[src/rtl/mult_pkg.sv]
// Shared definitions for the multiplier/accumulator datapath blocks.
package mult_pkg;

    // Default widths: 4x4 multiplier product and vector-length counter.
    localparam int unsigned ProdWidth = 8;
    localparam int unsigned LenWidth  = 4;
    localparam int unsigned AccWidth  = ProdWidth + LenWidth;

    // Accumulator control states.
    typedef enum logic [1:0] {
        StIdle = 2'd0,
        StAcc  = 2'd1,
        StOut  = 2'd2
    } acc_state_e;

endpackage

[src/rtl/product_accumulator_if.sv]
// Term input and result output handshakes of the product accumulator.
interface product_accumulator_if
    import mult_pkg::*;
#(
    parameter int unsigned PW = ProdWidth,
    parameter int unsigned AW = AccWidth
);
    logic [PW-1:0] prod_i;
    logic          prod_valid;
    logic          prod_ready;
    logic [AW-1:0] sum_o;
    logic          sum_valid;
    logic          sum_ready;

    // Upstream/downstream side: supplies terms, consumes the sum.
    modport master (
        output prod_i,
        output prod_valid,
        input  prod_ready,
        input  sum_o,
        input  sum_valid,
        output sum_ready
    );

    // Accumulator side.
    modport slave (
        input  prod_i,
        input  prod_valid,
        output prod_ready,
        output sum_o,
        output sum_valid,
        input  sum_ready
    );
endinterface

[src/rtl/product_accumulator_ctrl.sv]
// Control FSM for the product accumulator: IDLE -> ACC -> OUT.
module product_accumulator_ctrl
    import mult_pkg::*;
(
    input  logic clk,
    input  logic rst,
    input  logic start_i,
    input  logic abort_i,
    input  logic prod_valid_i,
    input  logic sum_ready_i,
    input  logic last_term_i,
    output logic load_o,
    output logic accept_o,
    output logic finish_o,
    output logic prod_ready_o,
    output logic sum_valid_o,
    output logic busy_o,
    output logic start_drop_o
);
    acc_state_e state_q, state_d;
    logic       start_drop_q, start_drop_d;

    // State and drop-pulse registers with synchronous reset.
    always_ff @(posedge clk) begin
        if (rst) begin
            state_q      <= StIdle;
            start_drop_q <= 1'b0;
        end else begin
            state_q      <= state_d;
            start_drop_q <= start_drop_d;
        end
    end

    // Next-state logic; abort overrides every other input outside IDLE.
    always_comb begin
        state_d = state_q;
        unique case (state_q)
            StIdle: begin
                // Abort in IDLE also masks a simultaneous start.
                if (start_i && !abort_i) begin
                    state_d = StAcc;
                end
            end
            StAcc: begin
                if (abort_i) begin
                    state_d = StIdle;
                end else if (prod_valid_i && last_term_i) begin
                    state_d = StOut;
                end
            end
            StOut: begin
                if (abort_i || sum_ready_i) begin
                    state_d = StIdle;
                end
            end
            default: state_d = StIdle;
        endcase
    end

    // Outputs; sum_valid comes straight from state so it never depends on sum_ready.
    always_comb begin
        prod_ready_o = (state_q == StAcc) && !abort_i;
        accept_o     = prod_ready_o && prod_valid_i;
        finish_o     = accept_o && last_term_i;
        load_o       = (state_q == StIdle) && start_i && !abort_i;
        sum_valid_o  = (state_q == StOut);
        busy_o       = (state_q != StIdle);
        start_drop_d = start_i && (state_q != StIdle);
        start_drop_o = start_drop_q;
    end
endmodule

[src/rtl/product_accumulator.sv]
// Accumulates a vector of multiplier products and hands out the sum.
module product_accumulator
    import mult_pkg::*;
#(
    parameter int unsigned PW = ProdWidth,
    parameter int unsigned LW = LenWidth,
    parameter int unsigned AW = PW + LW
) (
    input  logic          clk,
    input  logic          rst,
    input  logic          start,
    input  logic [LW-1:0] len_m1,
    input  logic          abort,
    output logic          busy,
    output logic          start_drop,
    product_accumulator_if.slave bus_io
);
    logic [AW-1:0] acc_q, acc_d;
    logic [LW-1:0] cnt_q, cnt_d;
    logic [LW-1:0] len_q, len_d;
    logic [AW-1:0] sum_q, sum_d;
    logic [AW-1:0] acc_next;
    logic          load, accept, finish, last_term;
    logic          prod_ready, sum_valid;

    // cnt never needs to pass len_q: the last term leaves ACC before it would wrap.
    assign last_term = (cnt_q == len_q);
    assign acc_next  = acc_q + AW'(bus_io.prod_i);

    product_accumulator_ctrl u_ctrl (
        .clk          (clk),
        .rst          (rst),
        .start_i      (start),
        .abort_i      (abort),
        .prod_valid_i (bus_io.prod_valid),
        .sum_ready_i  (bus_io.sum_ready),
        .last_term_i  (last_term),
        .load_o       (load),
        .accept_o     (accept),
        .finish_o     (finish),
        .prod_ready_o (prod_ready),
        .sum_valid_o  (sum_valid),
        .busy_o       (busy),
        .start_drop_o (start_drop)
    );

    // Datapath next-state: clear on start, add on each accepted term.
    always_comb begin
        acc_d = acc_q;
        cnt_d = cnt_q;
        len_d = len_q;
        sum_d = sum_q;
        if (load) begin
            acc_d = '0;
            cnt_d = '0;
            len_d = len_m1;
        end else if (accept) begin
            acc_d = acc_next;
            cnt_d = cnt_q + LW'(1);
            if (finish) begin
                sum_d = acc_next;
            end
        end
    end

    // Datapath registers; sum_q holds its value through IDLE.
    always_ff @(posedge clk) begin
        if (rst) begin
            acc_q <= '0;
            cnt_q <= '0;
            len_q <= '0;
            sum_q <= '0;
        end else begin
            acc_q <= acc_d;
            cnt_q <= cnt_d;
            len_q <= len_d;
            sum_q <= sum_d;
        end
    end

    assign bus_io.prod_ready = prod_ready;
    assign bus_io.sum_valid  = sum_valid;
    assign bus_io.sum_o      = sum_q;
endmodule

[src/flat_wrapper.sv]
// flat-port wrapper written by rule: the top's interface ports become plain ports
module product_accumulator_flat import mult_pkg::*;
#(
    parameter int unsigned PW = ProdWidth,
    parameter int unsigned LW = LenWidth,
    parameter int unsigned AW = PW + LW
)
  (clk, rst, start, len_m1, abort, busy, start_drop, bus_io_prod_i, bus_io_prod_valid, bus_io_prod_ready, bus_io_sum_o, bus_io_sum_valid, bus_io_sum_ready);
  product_accumulator_if #(.PW(PW), .AW(AW)) bus_io_i ();
  input  logic clk;
  input  logic rst;
  input  logic start;
  input  logic [LW-1:0] len_m1;
  input  logic abort;
  output logic busy;
  output logic start_drop;
  input wire logic [$bits(bus_io_i.prod_i)-1:0] bus_io_prod_i;
  input wire logic [$bits(bus_io_i.prod_valid)-1:0] bus_io_prod_valid;
  output wire logic [$bits(bus_io_i.prod_ready)-1:0] bus_io_prod_ready;
  output wire logic [$bits(bus_io_i.sum_o)-1:0] bus_io_sum_o;
  output wire logic [$bits(bus_io_i.sum_valid)-1:0] bus_io_sum_valid;
  input wire logic [$bits(bus_io_i.sum_ready)-1:0] bus_io_sum_ready;
  assign bus_io_i.prod_i = bus_io_prod_i;
  assign bus_io_i.prod_valid = bus_io_prod_valid;
  assign bus_io_prod_ready = bus_io_i.prod_ready;
  assign bus_io_sum_o = bus_io_i.sum_o;
  assign bus_io_sum_valid = bus_io_i.sum_valid;
  assign bus_io_i.sum_ready = bus_io_sum_ready;
  product_accumulator #(.PW(PW), .LW(LW), .AW(AW)) u_core (.clk(clk), .rst(rst), .start(start), .len_m1(len_m1), .abort(abort), .busy(busy), .start_drop(start_drop), .bus_io(bus_io_i));
endmodule
[config.mk]
export PLATFORM = sky130hd
export DESIGN_NAME = product_accumulator_flat
export DESIGN_NICKNAME = d
export VERILOG_FILES = /design/src/rtl/mult_pkg.sv /design/src/rtl/product_accumulator_if.sv /design/src/rtl/product_accumulator_ctrl.sv /design/src/rtl/product_accumulator.sv /design/src/flat_wrapper.sv
export SDC_FILE = /design/constraint.sdc
export NUM_CORES = 1
export LEC_CHECK = 0
export ABC_AREA = 1
export CAP_MARGIN = 20
export CORE_UTILIZATION = 45
export DETAILED_ROUTE_END_ITERATION = 10
export PLACE_DENSITY_LB_ADDON = 0.05
export RECOVER_POWER = 25
export SLEW_MARGIN = 20
export SYNTH_ARGS = -nofsm -noshare
export SYNTH_HDL_FRONTEND = slang
export SYNTH_HIERARCHICAL = 1
export SYNTH_SLANG_ARGS = --single-unit
[constraint.sdc]
create_clock -name clk -period 1.9 [get_ports clk]
set_input_delay 0.57 -clock clk [delete_from_list [all_inputs] [get_ports clk]]
set_output_delay 0.57 -clock clk [all_outputs]
set_load 0.01 [all_outputs]
# [After elaboration in Yosys (flattened, before gate mapping)]
# Index checks and enable logic that the tools add are counted.
# Widths: inputs -> output; s select.
[totals] output_inout_bits=16 ff_bits=35 word_cells=35
[op_classes] bitwise=1 eq_ne=6 n_addsub=2 n_reduce_logical=15 muxes=5
[op_table] op="$add 12x8->12" count=1
[op_table] op="$logic_and 1x1->1" count=8
[op_table] op="$mux 2" count=4
[op_table] op="$pmux 2 s3" count=1
[op_table] op="$reduce_and 3->1" count=2
[op_table] op="$add 4x1->4 const B" count=1
[op_table] op="$eq 4x4->1" count=1
[op_table] op="$ne 3x3->1 const B" count=1
[op_table] op="$eq 2x1->1 const B" count=1
[op_table] op="$eq 2x2->1 const B" count=1
[op_table] op="$logic_not 2->1" count=1
[op_table] op="$ne 2x1->1 const B" count=1
[op_table] op="$ne 2x2->1 const B" count=1
[op_table] op="$reduce_bool 2->1" count=1
[op_table] op="$reduce_or 2->1" count=1
[op_table] op="$logic_not 1->1" count=1
[op_table] op="$logic_or 1x1->1" count=1
[op_table] op="$not 1->1" count=1

# [Longest topological paths before layout]
# Gate-level depths: netlist of the first run.
[depth] ltp_word=5 depth_mapped=13 mapped_depth_nobuf=13

# [By module]
# The synthesis of the first run kept the hierarchy.
[by_module_without_submodules] module="product_accumulator" seq_area_each_um2=640.6 area_each_um2=1851.8 n_inst=1 cells_per_inst=275
[by_module_without_submodules] module="product_accumulator_ctrl" seq_area_each_um2=60.1 area_each_um2=183.9 n_inst=1 cells_per_inst=29

# [Least setup slack after synthesis of the first run]
# Ideal clock, no wire load.
[synth_path] kind="input port to flip-flop" start="input port bus_io_prod_i[0]" end="register u_core.acc_q[6]" setup_slack_ns=0.007 required_ns=1.784 cell_stages=10 setup_ns=0.116 arrival_ns=1.776 path_cell_list="ha_1 fa_1 nand3_1 nand3_1 nand2_1 nand2_1 nand2_1 nand3_1 o211ai_1 inv_1"
[synth_between] elab_chain_len=1
[synth_rtl] item="start: declaration" line="flat_wrapper.sv:17" rtl="input wire logic [$bits(bus_io_i.prod_i)-1:0] bus_io_prod_i;"
[synth_rtl] item="$add 12x8->12" line="product_accumulator.sv:28" rtl="assign acc_next = acc_q + AW'(bus_io.prod_i);"
[synth_rtl] item="end signal: assignment" line="product_accumulator.sv:69" rtl="acc_q <= '0;"
[synth_rtl] item="end signal: assignment" line="product_accumulator.sv:74" rtl="acc_q <= acc_d;"
[synth_rtl] item="end: declaration" line="product_accumulator.sv:18" rtl="logic [AW-1:0] acc_q, acc_d;"
# No other way between the ends.
# A chain may end at the register's enable or synchronous reset.

# [Worst setup path in the final report of the first run]
[layout_path] start="register u_core.len_q[1]" end="register u_core.u_ctrl.state_q[0]"
[layout_between] elab_chain_len=4
[layout_rtl] item="start: declaration" line="product_accumulator.sv:20" rtl="logic [LW-1:0] len_q, len_d;"
[layout_rtl] item="start signal: assignment" line="product_accumulator.sv:76" rtl="len_q <= len_d;"
[layout_rtl] item="$eq 4x4->1" line="product_accumulator.sv:27" rtl="assign last_term = (cnt_q == len_q);"
[layout_rtl] item="named net u_core.last_term" line="product_accumulator.sv:23" rtl="logic load, accept, finish, last_term;"
[layout_rtl] item="$logic_and 1x1->1" line="product_accumulator_ctrl.sv:47" rtl="end else if (prod_valid_i && last_term_i) begin"
[layout_rtl] item="$ne 3x3->1 (no source line)"
[layout_rtl] item="$reduce_and 3->1 (no source line)"
[layout_rtl] item="end signal: assignment" line="product_accumulator_ctrl.sv:26" rtl="state_q <= StIdle;"
[layout_rtl] item="end signal: assignment" line="product_accumulator_ctrl.sv:29" rtl="state_q <= state_d;"
[layout_rtl] item="end: declaration" line="product_accumulator_ctrl.sv:20" rtl="acc_state_e state_q, state_d;"
# The timed path passes the listed nets, and every way through them passes these cells.

==> summary.txt, run 1 <==
Outcome
  – Status: finished, violations left
  – Failing checks: DRC

Synthesis
  – Post-Synthesis Cell Area: roughly 2000 µm²
  – Xor and xnor area share after synthesis: 2.95%
  – Cells after synthesis: slightly above 300
  – Flops & latches, synth: 35
  – Mapped Avg Cell Area: 6.70 µm²
  – Multiplexer share of the synthesized area: 0%
  – Yosys cell types: 31
  – Post-synthesis adder-cell area fraction: 6.52%
  – Largest family of logic cells by synthesized area: simple AND/OR/NAND/NOR gates
  – Sequential area share after synthesis: between 30 and 40%
  – Synth Warn #: 6
  – Syn_nets: 332
  – Post-synthesis simple-gate area fraction: a little over a third
  – Synth Area in Compound Gates: under 10%

Routing
  – Routed wire length per instance: around 12 µm
  – Post-DR vias/cell: approximately 4.9
  – DR DRC count: 1
  – DR vias: roughly 2100
  – Routed wire length: approximately 5.0 mm
  – Initial DRC count: between 60 and 70
  – Antenna Violating Nets Remaining: 0
  – DRT Pass-1 Iters: 7

Finish
  – Storage element area: around 700 µm²
  – Design area: 2880 µm²
  – Post-Layout Cell Count: between 400 and 500
  – Fraction of layout cells with a size suffix above 1: 23.0%
  – Area delta synth->final: 41.2%
  – N_diodes: 0
  – Final core occ: 66.0%
  – Final nets: 397
  – Multi-input logic area: about 1200 µm²
  – Fill cell count: about 400

STA
  – Fin. Hold Viols: 0
  – Slew headroom: between 70% and 80%
  – Post-Route Setup TNS: 0 ns
  – Setup Skew: around 0.004 ns
  – Slew of the pin with the lowest slew margin: 0.370 ns
  – Final hold slack: 0.475 ns
  – Final period util: 96.0%
  – F_max: 548 MHz
  – Post-route setup slack: between 0.07 and 0.08 ns
  – Setup Viol. Count Final: 0
  – Fin crit period: 1.82 ns
  – RSZ-0062 raised after global routing: true
  – Max-slew violations: 0

Worst setup path
  – Critical path's most frequent cell: buf_4
  – Crit Path Class: flip-flop to flip-flop
  – Arr. time, crit path: between 2 and 2.5 ns
  – Startpoint types: flip-flop
  – Worst EP required: ~2.1 ns
  – Worst-path cell chain: or2_4, a221oi_4, nand2_2, buf_4, buf_4, buf_4, buf_4, nand2_2, nor2_1, nor2_1, nor2_1
  – Critical-path top delay cell: dfxtp_2
  – WP buf/inv: 4
  – Worst Setup End Kind: flip-flop
  – Crit-path max cell delay: about 0.33 ns
  – CP max FO: 3
  – Delay-heaviest family, CP: simple AND/OR/NAND/NOR gates

Die
  – Number of placement rows: 24
  – Die Width: between 60 and 70 µm
  – Initial core utilization: approximately 47%
  – IO Count: 34
  – Core area: ~4400 µm²
  – Die Span Y: slightly below 70 µm
  – Die area: about 4800 µm²

Place
  – Placed cell area: 2590 µm²
  – Port buffer count: 33
  – GP Congestion: 0.853
  – Dpl hpwl: about 3.6 mm
  – Placed Instances: between 400 and 500
  – DP Worst Slack: -0.476 ns

Global routing
  – First-pass GRT wire length: 8.41 mm
  – Initial antenna violation count: 0
  – Gr ovfl total: 0
  – Largest net degree at the start of global routing: 12
  – GRT Overall Usage: a little over a fifth
  – Vias in the first global route: 1987

Hold path
  – Worst min path class: flip-flop to flip-flop

Clock network
  – CTS tree: built
  – Clk buf depth: 2
  – CTS root buffer: clkbuf_8
  – TritonCTS buffer count: 5
  – CTS sink cnt: 35
  – Clk_lat worst skew: 0.29 ns
  – Hold Buf Count CTS: 0
  – Htree depth: 2
  – Clk pin slew, worst setup/hold paths: around 0.07 ns

Job
  – Max Cap Viol: 0

Pwr
  – Worst vdd ir: between 0.4 and 0.5 mV
  – Power Dens Cells: between 500 and 600 nW/µm²
  – Pleak: between 1 and 1.5 nW
  – Design Power: approximately 1.6 mW
==> cell usage in the layout, fill, tap and decap left out, types with 2 or more instances in the layout <==
cell type	instances
nand2_1	65
nor2_1	49
inv_1	44
dfxtp_1	32
buf_4	25
clkdlybuf4s50_1	22
nand3_1	20
a21oi_1	10
nand2_2	9
o21ai_0	8
nand3_2	6
inv_2	6
clkbuf_8	5
dlygate4sd2_1	5
dlymetal6s2s_1	5
o21ai_1	5
ha_4	5
o211ai_1	4
nand4_1	4
nor2_4	3
xor2_1	3
nor2_2	3
ha_1	3
dfxtp_2	3
clkbuf_1	2
or2_4	2
xnor2_1	2
a21oi_2	2
==> worst paths after layout <==
kind,slack (ns),from,end,depth (start not counted)
worst min register to register,0.48,u_core/bus_io.sum_o[2],u_core/bus_io.sum_o[2],2
worst min-delay path,0.48,u_core/bus_io.sum_o[2],u_core/bus_io.sum_o[2],2
worst max register to register,0.08,u_core/len_q[1],u_core/u_ctrl/state_q[0],11
worst max-delay path,0.08,u_core/len_q[1],u_core/u_ctrl/state_q[0],11
==> worst register-to-register path: cells and delay by family (launching register included) <==
family / cells / cell delay [ns]
buffers and inverters: 4 / 0.50
and+or+nand+nor: 6 / 0.59
AOI/OAI and AO/OA: 1 / 0.30
DFF: 1 / 0.33
==> final cells by class <==
type	count	share of cell area (%)
clock buffers	6	2.52
clock inverters	2	0.435
inverters	52	7.05
multi-input cells	212	43.2
flip-flops and latches	35	24.5
well taps	52	2.26
repair buffers	61	19.5
repair inverters	2	0.522
==> timing repair <==
action | 4_1_cts | 5_1_grt
resized for setup | 27 | 30
buffers inserted | 3 | 0
pin swaps | 5 | 8
gates cloned | 2 | 0
endpoints found under the setup margin | 26 | 22
==> cell usage after synthesis <==
cell,instances,area (µm²)
nand2_1,70,263
nor2_1,50,188
inv_1,46,173
dfxtp_1,35,701
nand3_1,24,120
o21ai_0,14,70.1
a21oi_1,11,55.1
ha_1,9,113
inv_2,4,15.0
nand2_2,4,25.0
nand4_1,4,25.0
o211ai_1,4,30.0
nor2_2,3,18.8
xor2_1,3,26.3
buf_2,2,10.0
buf_6,2,22.5
nand3_2,2,20.0
nor2_4,2,22.5
or2_2,2,12.5
xnor2_1,2,17.5
a21boi_0,1,7.51
a21oi_2,1,8.76
a221oi_1,1,8.76
buf_4,1,7.51
clkinv_1,1,3.75
fa_1,1,20.0
inv_4,1,6.26
nand3_4,1,17.5
nor3_1,1,5.00
o21bai_1,1,7.51
xor2_2,1,16.3
==> kinds of logic (layout without fill, tap and decap cells) <==
logic type | count (synthesis) | after routing
xor gates and xnor gates | 6 | 6
DFF | 35 | 35
buffers and inverters | 57 | 123
adders and majority gates | 10 | 10
and+or+nand+nor | 163 | 163
AOI/OAI and AO/OA | 33 | 33
==> state kept, by name (all words and copies together) (netlist names) <==
register / cells
u_core/len_q: 4
u_core/cnt_q: 4
u_core/u_ctrl/start_drop_o: 1
u_core/bus_io.sum_o: 12
u_core/acc_q: 12
u_core/u_ctrl/state_q: 2
==> report_power, final <==
group	leakage [nW]	internal, mW	total (mW)	switching [mW]
logic	1.10	0.132	0.262	0.130
registers	0.284	0.748	0.759	0.0113
clock network	0.0412	0.256	0.531	0.275
total	1.43	1.14	1.55	0.416
==> layer usage <==
metal  GRT usage (%)  share of wire (%)  up-vias
li1                -                  -     1082
met1            25.4                 46      944
met2            39.8                 51       32
met3            3.92                2.6        4
met4            7.26               0.68        0
met5               0                  0        -
Note: power is estimated with default switching activity, not from simulation.
==> run 2, diff against run 1 <==
Settings changed: CORE_MARGIN set to 5, HOLD_SLACK_MARGIN set to 0.12.
==> run 2 against run 1 <==
  * The flow now finishes without violations
  * Combinational power down 8.0%
  * Count of clock-buffer cells in the layout is 1 higher
  * Via count is 1.0% lower
  * Sequential power about the same
  * Total power fell by 2.6%
  * Maximum frequency is 0.21% lower
  * Worst setup slack worse by 0.0038 ns
  * Sequential cell count unchanged
  * Critical path type is now input port to flip-flop
  * Highest routed layer unchanged
==> summary.txt, run 2 (same netlist as run 1, synthesis figures left out) <==
Global routing
  – Met1 Usage GRT: 20.7% (-4.7 points)
  – Vias in the first global route: 1972 (-0.75%)
  – Initial antenna violation count: 0 (unchanged)
  – First-pass GRT wire length: 8.62 mm (+2.5%)
  – GR met3 Demand/Resource: 3.86% (-0.060 points)
  – Largest net degree at the start of global routing: 19 (+7)
  – Gr ovfl total: 0 (unchanged)
  – GRT Overall Usage: 17.4% (-4.4 points)
  – Grt met2 use: 30.7% (-9.1 points)
  – Busiest grt layer: met2

Place
  – Port buffer count: 33 (unchanged)
  – Dpl hpwl: 3.76 mm (+3.6%)
  – Placed Instances: 414 (+1.2%)
  – GP Congestion: 0.853 (about the same)

Die
  – Die Width: 77.3 µm (+12%)
  – Core area: 4380 µm² (+0.69%)
  – Die Span Y: 77.3 µm (+12%)
  – Initial core utilization: 46.4% (-0.32 points)
  – Number of placement rows: 24 (unchanged)
  – Die area: 5970 µm² (+24%)
  – IO Count: 34 (unchanged)

Pwr
  – P_sw: 386 µW (-7.1%)
  – Worst vdd ir: 0.387 mV (-11%)
  – Part of the power in registers: 50.1% (+1.2 points)
  – Sw frac: 25.6% (-1.2 points)
  – Pleak: 1.43 nW (about the same)
  – Int Pwr: 1.13 mW (-0.97%)
  – Combinational Power Share: 16.0% (-0.9 points)
  – Clock power share: 33.9% (-0.3 points)
  – Power Dens Cells: 531 nW/µm² (-1.6%)

Job
  – Max Cap Viol: 0 (unchanged)

Finish
  – Fill cell count: 413 (+2.7%)
  – Most common cell after layout, fill and taps aside: nand2_1
  – Post-Layout Cell Count: 423 (+0.24%)
  – N_diodes: 0 (unchanged)
  – Area delta synth->final: 39.8%
  – Most frequent cells in the layout: 66 x nand2_1, 50 x nor2_1, 44 x inv_1
  – Fraction of layout cells with a size suffix above 1: 21.0% (-1.9 points)
  – Multi-input logic area: 1230 µm² (-1.2%)
  – Storage element area: 701 µm² (-0.53%)
  – Final core occ: 64.9% (-1.1 points)
  – Final nets: 398 (+0.25%)

Clock network
  – Clk buf depth: 2 (unchanged)
  – CTS tree: built
  – Clk_lat worst skew: 0.28 ns (about the same)
  – Clk pin slew, worst setup/hold paths: 0.07 ns (about the same)
  – CTS root buffer: clkbuf_8
  – Htree depth: 2 (unchanged)
  – CTS sink cnt: 35 (unchanged)
  – TritonCTS buffer count: 5 (unchanged)

Routing
  – Initial DRC count: 62 (-1.6%)
  – DRT Pass-1 Iters: 5 (-2)
  – Post-DR vias/cell: 4.83 (-1.3%)
  – Routed wire length per instance: 11.7 µm (-2.0%)
  – Antenna Violating Nets Remaining: 0 (unchanged)
  – Routed wire length: 4.93 mm (-1.8%)
  – DR DRC count: 0 (-1)
  – DR vias: 2041 (-1.0%)

Worst setup path
  – Worst-path cell chain: clkdlybuf4s50_1, ha_4, nand2_1, inv_1, a21boi_2, nand3_1, nand2_1, nand3_1, nand2_1, inv_1
  – RR Endpoint: u_core/bus_io.sum_o[3]
  – Startpoint types: input port
  – Worst EP required: 2.09 ns (about the same)
  – Crit-path max cell delay: 0.51 ns (+0.18 ns)
  – Worst Setup End Kind: flip-flop
  – R2r startpoint: u_core/len_q[1]
  – Reg2Reg Depth: 10 (-1)
  – Critical path's most frequent cell: nand2_1
  – Crit Path Class: input port to flip-flop
  – Reg2reg setup slack: 0.13 ns (+0.05 ns)
  – Arr. time, crit path: 2.02 ns (about the same)
  – Critical-path top delay cell: clkdlybuf4s50_1
  – CP max FO: 3 (unchanged)

Hold path
  – Worst min path class: flip-flop to flip-flop
  – Hold Crit Depth: 1 (-1)
  – Worst Hold End: u_core/cnt_q[3]
  – Min-Delay Startpoint: u_core/cnt_q[3]

STA
  – F_max: 547 MHz (-0.21%)
  – Slew of the pin with the lowest slew margin: 0.563 ns (+0.193 ns)
  – Final period util: 96.2% (+0.20 points)
  – Setup Skew: 0.00401 ns (+0.000110 ns)
  – Max-slew violations: 0 (unchanged)
  – Slew headroom: 62.5% (-13 points)
  – Fin crit period: 1.83 ns (+0.00382 ns)
  – Fin. Hold Viols: 0 (unchanged)
  – RSZ-0062 raised after global routing: true
  – Setup Viol. Count Final: 0 (unchanged)

Outcome
  – Status: finished, final reports clean
## run 2: cell type report
class | count | share of cell area [%]
inverter | 52 | 7.30
multi-input combinational | 212 | 43.1
clock buffer | 7 | 2.68
timing repair buffer | 64 | 19.8
sequential | 35 | 24.6
clock inverter | 1 | 0.176
tap | 52 | 2.29
## run 2: worst max path at each step
stage	end	startpoint	slack, ns	cells past startpoint
after detailed placement	u_core/acc_q[6]	bus_io_prod_i[0]	-0.50	11
after global routing	u_core/bus_io.sum_o[5]	u_core/len_q[1]	-0.01	11
after CTS	u_core/bus_io.sum_o[7]	bus_io_prod_i[2]	0.0007	10
after floorplan	u_core/acc_q[6]	bus_io_prod_i[0]	0.007	10
final	u_core/bus_io.sum_o[9]	bus_io_prod_i[7]	0.07	10
after global placement	u_core/bus_io.sum_o[6]	bus_io_prod_i[0]	-0.47	11
## run 2: layer usage
layer | routed length, µm | share of wire (%)
met1 | 2180 | 44
met2 | 2500 | 51
met3 | 178 | 3.6
met4 | 80 | 1.6
met5 | 0 | 0
## run 2: per-stage QoR
step / worst slack (ns) / hold slack (ns) / TNS (ns) / total power, mW / instance area (µm²)
6_report: 0.0714 / 0.475 / 0 / 1.51 / 2850
5_1_grt: -0.0105 / 0.511 / -0.0171 / 1.60 / 2850
4_1_cts: 0.000667 / 0.479 / 0 / 1.53 / 2770
3_5_place_dp: -0.505 / 0.470 / -9.01 / 0.998 / 2620
3_3_place_gp: -0.473 / 0.452 / -8.40 / 0.998 / 2620
2_1_floorplan: 0.00726 / 0.442 / 0 / 0.887 / 2040
## run 2: power by group through the flow
stage	clock [mW]	combinational (mW)	sequential, mW
2_1_floorplan	0	0.115	0.772
3_3_place_gp	0	0.225	0.773
3_5_place_dp	0	0.225	0.773
4_1_cts	0.538	0.235	0.757
5_1_grt	0.571	0.270	0.759
6_report	0.512	0.241	0.758
## run 2: worst max-delay path: cells and delay by family
kind	cells	cell delay (ns)
AO/OA/AOI/OAI	1	0.15
adder cells (fa/ha/maj)	1	0.23
buffers and inverters	3	0.60
AND/OR/NAND/NOR	5	0.47
## run 2: what timing repair did
item	CTS	global route
setup endpoints to repair	17	17
setup buffers	0	1
gates resized for setup	21	22
hold buffers	0	0
pin swaps	3	2
